--- config.mk ---
export PLATFORM = sky130hd
export DESIGN_NAME = vga_sync
export DESIGN_NICKNAME = d
export VERILOG_FILES = /design/src/rtl/vga_sync.sv
export SDC_FILE = /design/constraint.sdc
export NUM_CORES = 1
export LEC_CHECK = 0
export ABC_AREA = 1
export CAP_MARGIN = 20
export CORE_UTILIZATION = 51
export CTS_CLUSTER_DIAMETER = 100
export DETAILED_ROUTE_END_ITERATION = 7
export PLACE_DENSITY = 0.78
export SKIP_LAST_GASP = 1
export SLEW_MARGIN = 40
export SYNTH_ARGS = -nofsm -noshare
export SYNTH_HDL_FRONTEND = slang
export SYNTH_SLANG_ARGS = --single-unit
--- constraint.sdc ---
create_clock -name clk -period 2.1 [get_ports clk]
set_input_delay 0.21 -clock clk [delete_from_list [all_inputs] [get_ports clk]]
set_output_delay 0.21 -clock clk [all_outputs]
set_load 0.05 [all_outputs]
--- src/rtl/vga_sync.sv ---
// VGA sync generator: pixel-rate enable at clk/2, horizontal/vertical counters,
// registered active-low syncs aligned with the counters, visible-area and frame-end flags.
module vga_sync #(
    parameter int HD = 640,
    parameter int HF = 16,
    parameter int HR = 96,
    parameter int HB = 48,
    parameter int VD = 480,
    parameter int VF = 10,
    parameter int VR = 2,
    parameter int VB = 33
) (
    input  logic       clk,
    input  logic       reset,
    output logic       hsync,
    output logic       vsync,
    output logic       video_on,
    output logic       p_tick,
    output logic       frame_tick,
    output logic [9:0] hcount,
    output logic [9:0] vcount
);

    localparam int HT = HD + HF + HR + HB;
    localparam int VT = VD + VF + VR + VB;

    localparam logic [9:0] H_MAX       = 10'(HT - 1);
    localparam logic [9:0] V_MAX       = 10'(VT - 1);
    localparam logic [9:0] H_DISP      = 10'(HD);
    localparam logic [9:0] V_DISP      = 10'(VD);
    localparam logic [9:0] HSYNC_FIRST = 10'(HD + HF);
    localparam logic [9:0] HSYNC_LAST  = 10'(HD + HF + HR - 1);
    localparam logic [9:0] VSYNC_FIRST = 10'(VD + VF);
    localparam logic [9:0] VSYNC_LAST  = 10'(VD + VF + VR - 1);

    logic       r_div;
    logic [9:0] r_hcount;
    logic [9:0] r_vcount;
    logic       r_hsync;
    logic       r_vsync;

    logic [9:0] w_hcount_next;
    logic [9:0] w_vcount_next;
    logic       w_h_end;
    logic       w_v_end;
    logic       w_hsync_next;
    logic       w_vsync_next;

    assign w_h_end = (r_hcount == H_MAX);
    assign w_v_end = (r_vcount == V_MAX);

    // Counters move only on pixel-enable cycles; vcount steps as hcount wraps.
    always_comb begin
        w_hcount_next = r_hcount;
        w_vcount_next = r_vcount;
        if (r_div) begin
            if (w_h_end) begin
                w_hcount_next = 10'd0;
                if (w_v_end) begin
                    w_vcount_next = 10'd0;
                end else begin
                    w_vcount_next = r_vcount + 10'd1;
                end
            end else begin
                w_hcount_next = r_hcount + 10'd1;
            end
        end
    end

    // Syncs decode the next-state counters so the registered pulse lines up with the counters.
    assign w_hsync_next = !((w_hcount_next >= HSYNC_FIRST) && (w_hcount_next <= HSYNC_LAST));
    assign w_vsync_next = !((w_vcount_next >= VSYNC_FIRST) && (w_vcount_next <= VSYNC_LAST));

    always_ff @(posedge clk) begin
        if (reset) begin
            r_div    <= 1'b0;
            r_hcount <= 10'd0;
            r_vcount <= 10'd0;
            r_hsync  <= 1'b1;
            r_vsync  <= 1'b1;
        end else begin
            r_div    <= ~r_div;
            r_hcount <= w_hcount_next;
            r_vcount <= w_vcount_next;
            r_hsync  <= w_hsync_next;
            r_vsync  <= w_vsync_next;
        end
    end

    assign p_tick     = r_div;
    assign hcount     = r_hcount;
    assign vcount     = r_vcount;
    assign hsync      = r_hsync;
    assign vsync      = r_vsync;
    assign video_on   = (r_hcount < H_DISP) && (r_vcount < V_DISP);
    assign frame_tick = r_div && w_h_end && w_v_end;

endmodule

Word-level counts from Yosys, hierarchy flattened
Index checks and enable logic that the tools add are counted.
{"block": "totals", "ff_bits": 23, "inputBits": 2, "output_inout_bits": 25, "elab_cells": 28}
{"block": "op_classes", "addsub": 2, "n_lt_le_gt_ge": 6, "n_eq_ne": 2, "muxes": 5, "n_bitwise": 1, "n_reduce_logical": 7}
{"operator": "$mux W10", "count": 5}
{"operator": "$add A10 B1 Y10 const B", "count": 2}
{"operator": "$eq A10 B10 Y1 const B", "count": 2}
{"operator": "$ge A10 B10 Y1 const B", "count": 1}
{"operator": "$ge A10 B9 Y1 const B", "count": 1}
{"operator": "$le A10 B10 Y1 const B", "count": 1}
{"operator": "$le A10 B9 Y1 const B", "count": 1}
{"operator": "$lt A10 B10 Y1 const B", "count": 1}
{"operator": "$lt A10 B9 Y1 const B", "count": 1}
{"operator": "$logic_and A1 B1 Y1", "count": 5}
{"operator": "$logic_not A1 Y1", "count": 2}
{"operator": "$not A1 Y1", "count": 1}

Logic depth before layout (Yosys ltp)
{"block": "logic_depth", "ltp_word": 7, "depth_mapped": 14, "mapped_depth_nobuf": 14}

Worst setup path after synthesis
OpenSTA, ideal clock, no wires.
{"block": "synth_path", "kind": "register to register", "from": "register r_hcount[1], in the netlist hcount[1]", "to": "register r_vsync, in the netlist vsync", "setup_ns": 0.114, "arrival_ns": 2.222, "required_ns": 1.986, "slack_ns": -0.236, "path_stages_with_launch": 13, "path_buffers": 0, "period_less_slack_ns": 2.336, "cell_sequence": "dfxtp_1 ha_1 nand2_1 inv_1 nand3b_4 nor2_4 nand2_2 nor2_2 inv_1 nand2_1 nor2_1 nor2_1 nand2_1"}
{"block": "synth_between", "elab_chain_cells": 6, "word_cells_on_any_way": 7, "classes_between": "order compare: 2; eq/ne: 1; mux: 2; reduce/logical: 2"}
{"element": "from (decl)", "line_no": "37", "text": "logic [9:0] r_hcount;"}
{"element": "from (signal assigned)", "line_no": "83", "text": "r_hcount <= w_hcount_next;"}
{"element": "$eq A10 B10 Y1 (*)", "line_no": "49", "text": "assign w_h_end = (r_hcount == H_MAX);"}
{"element": "$mux W10 (*)", "line_no": "57", "text": "if (w_h_end) begin"}
{"element": "$mux W10 (*)", "line_no": "56", "text": "if (r_div) begin"}
{"element": "$ge A10 B9 Y1 or $le A10 B9 Y1 (tied branches)", "line_no": "72", "text": "assign w_vsync_next = !((w_vcount_next >= VSYNC_FIRST) && (w_vcount_next <= VSYNC_LAST));"}
{"element": "$logic_and A1 B1 Y1 (*)", "line_no": "72"}
{"element": "$logic_not A1 Y1 (*)", "line_no": "72"}
{"element": "to (signal assigned)", "line_no": "86", "text": "r_vsync <= w_vsync_next;"}
{"element": "to (decl)", "line_no": "40", "text": "logic r_vsync;"}
Every way passes the cells marked *; elsewhere a longest branch is shown, timed or not.
A chain may end at the register's enable or synchronous reset.

Worst setup path after layout
{"block": "layout_path", "from": "register r_hcount[0], in the netlist hcount[0]", "to": "output frame_tick"}
{"block": "layout_between", "elab_chain_cells": 3}
{"element": "$eq A10 B10 Y1", "line_no": "49"}
{"element": "$logic_and A1 B1 Y1 (2 in series)", "line_no": "96", "text": "assign frame_tick = r_div && w_h_end && w_v_end;"}
{"element": "to (decl)", "line_no": "19", "text": "output logic frame_tick,"}
No other way between the ends.

==> run metrics <==
status=finished, final reports clean; Slew @ Worst Pin=505 ps; antenna violations before repair=0; Via Count=around 1,400; MaxCap Viol Count=0; Worst Setup End Kind=output port; Avg Vias per Cell=between 5 and 6; CP Capture Point=frame_tick; Crit. Startpoint=hcount[0]; clock latency on the worst-skew pair=between 300 and 400 ps; Setup WS post-layout=112 ps; gp weighted congestion=0.838; clock skew=1.93 ps; TritonCTS Buffers=3; core region area=between 2000 and 3000 µm²; clk slew on worst S/H paths=between 100 and 150 ps; Detailed Route WL=3.37 mm; Antenna Cells=0; CTS tree=done; Overflow after GRT=0; setup TNS=0 ps; r2r startpoint=hcount[0]; most numerous cell on the critical path=nor2_4; WP data arrival=1780 ps; layout cells sized above 1=0.128; Hold Vio Cnt, Final=0; post_cts resized=1; flops & latches, synth=23; Crit Path Category=reg -> out; Stages on worst setup path=8; post-synth top area cell=dfxtp_1; DP HPWL=2.59 mm; setup slack, reg-to-reg=about 300 ps; Final Cycle Share=0.947; pins over their slew limit=0; Avg Cell Area, Syn=6.74 µm²; hold_buf cts=0; Die ar.=2920 µm²; reg2reg end=vsync; Top delay family on crit path=simple AND/OR/NAND/NOR gates; H-tree Lvls=1; RSZ-0062 raised after global routing=false; top cells by area, synth=dfxtp_1, nand2_1, inv_1; I/O pins=27; Sink Count=23; crit start category=flip-flop; Die Y=54.0 µm; sequential share of the synthesized area=0.333; Port Buf Inserts=26; Clock Tree Buf Depth=2; first drt pass iteration count=4; Place WS=280 ps; WP buf/inv=2; share of the synthesized area in the top cell type=0.333; Post-CTS Setup Inserts=0; initial DRC count=37; Starting Density=0.548; worst-path fanout max=8; worst min path class=reg -> reg; cells on worst reg2reg path=13; Mapped Cells=slightly above 200; Largest stage delay, worst path=380 ps; warnings from Yosys=0; Cell Chain, Critical Path=ha_1, nand2_1, inv_1, nand3b_4, nor2_4, nand2_4, nor2_4, buf_12; leakage=slightly below 0.8 nW; first-pass GRT wire length=around 5 mm; Clk Tree Root Cell=clkbuf_4; Yosys cell types=27; Power Dens Cells=~420 nW/µm²; number of remaining DRC errors=0; Slew headroom=0.662; DP Cell Count=261; fin cells=265; CP Data Required Time=1890 ps; Final setup viols=0; Max Fclk=503 MHz; WL/cell=12.7 µm; number of global-route vias before repair=1,171; Routed Antenna Nets=0; VDD IR max=approximately 0.40 mV; layout overhead on the synthesized area=24.2%; Final Net Count=241; Die W=54.0 µm; row count=18; Slowest-stage cell, CP=dfxtp_2; GRT Total Usage=0.249; Final Critical Period=approximately 2000 ps; mapped cell area=roughly 1400 µm²; Synth Net Count=210; largest net degree at the start of global routing=16
-- worst register-to-register path, cell delays in order (launching register included) --
cell      delay [ps]
dfxtp_2          380
ha_1             210
nand2_1           60
inv_1            100
nand3b_4          90
nor2_4           190
buf_4            170
nand3_1           70
nand2_1          100
nand2_1           50
nor2_1           100
nand2_1           60
nor2_1            80
nand2_1           50
-- sequential cells by signal (all words and copies together) (netlist names) --
signal,flops
hsync,1
p_tick,1
vsync,1
hcount,10
vcount,10
-- worst min-delay path by stage --
stage / startpoint / to / slack, ps / cells past startpoint
finish: hcount[0] / hcount[0] / 510 / 2
global route: hcount[0] / hcount[0] / 530 / 2
CTS: hcount[0] / hcount[0] / 510 / 2
detailed placement: hcount[0] / hcount[0] / 480 / 2
global placement: hcount[0] / hcount[0] / 460 / 2
floorplan: reset / hcount[9] / 280 / 1
-- through the flow --
step	total power [W]	util	instance area, µm²	hold WS (ps)
after floorplan	0.000496	-	1390	280
after global placement	0.000510	0.668	1680	461
after detailed placement	0.000511	0.668	1680	482
after CTS	0.000726	0.678	1710	509
after global routing	0.000747	0.680	1720	529
final	0.000719	0.680	1720	508
-- area by class of cell --
class | instances | area, µm²
Fill cell | 223 | 807
Multi-Input combinational cell | 146 | 768
Sequential cell | 23 | 463
Timing Repair Buffer | 30 | 297
Inverter | 32 | 123
Tap cell | 30 | 37.5
Clock buffer | 3 | 22.5
Clock inverter | 1 | 5.00
-- routing by layer --
layer,routed length [µm],global-route usage
met4,40,0.107
met5,0,0
met3,139,0.0452
met2,1530,0.383
met1,1660,0.337
-- power breakdown --
group	internal (W)	total (W)	switching, W
logic	0.0000155	0.0000531	0.0000376
clock network	0.0000715	0.000216	0.000145
registers	0.000441	0.000449	0.00000798
total	0.000528	0.000719	0.000190
-- synth_stat cells (all sizes together) --
master / count
nor3b: 1
inv: 32
nand4: 8
buf: 2
ha: 3
clkbuf: 2
o21ai: 6
nor2: 34
dfxtp: 23
xor2: 1
nand3b: 2
xnor2: 1
a21oi: 6
nand3: 18
nor3: 8
nand2: 58
-- cell families (layout without fill, tap and decap cells) --
family / Yosys count / after routing / synth area share
adder cells (fa/ha/maj): 3 / 3 / 0.0272
XOR/XNOR: 2 / 2 / 0.0127
AO/OA/AOI/OAI: 12 / 12 / 0.0435
flip-flops: 23 / 23 / 0.333
AND/OR/NAND/NOR: 129 / 129 / 0.466
buffers and inverters: 36 / 66 / 0.118
-- cell usage in the layout, fill, tap and decap left out, types with 2 or more instances in the layout --
cell             count
nand2_1             53
inv_1               31
nor2_1              26
clkdlybuf4s50_1     23
dfxtp_1             21
nand3_1             17
nand4_1              8
a21oi_1              6
nor3_1               6
o21ai_0              6
buf_4                5
nor2_2               4
nand2_2              3
nor2_4               3
ha_1                 3
clkbuf_4             3
nand2_4              2
dfxtp_2              2
Note: power is estimated with default switching activity, not from simulation.
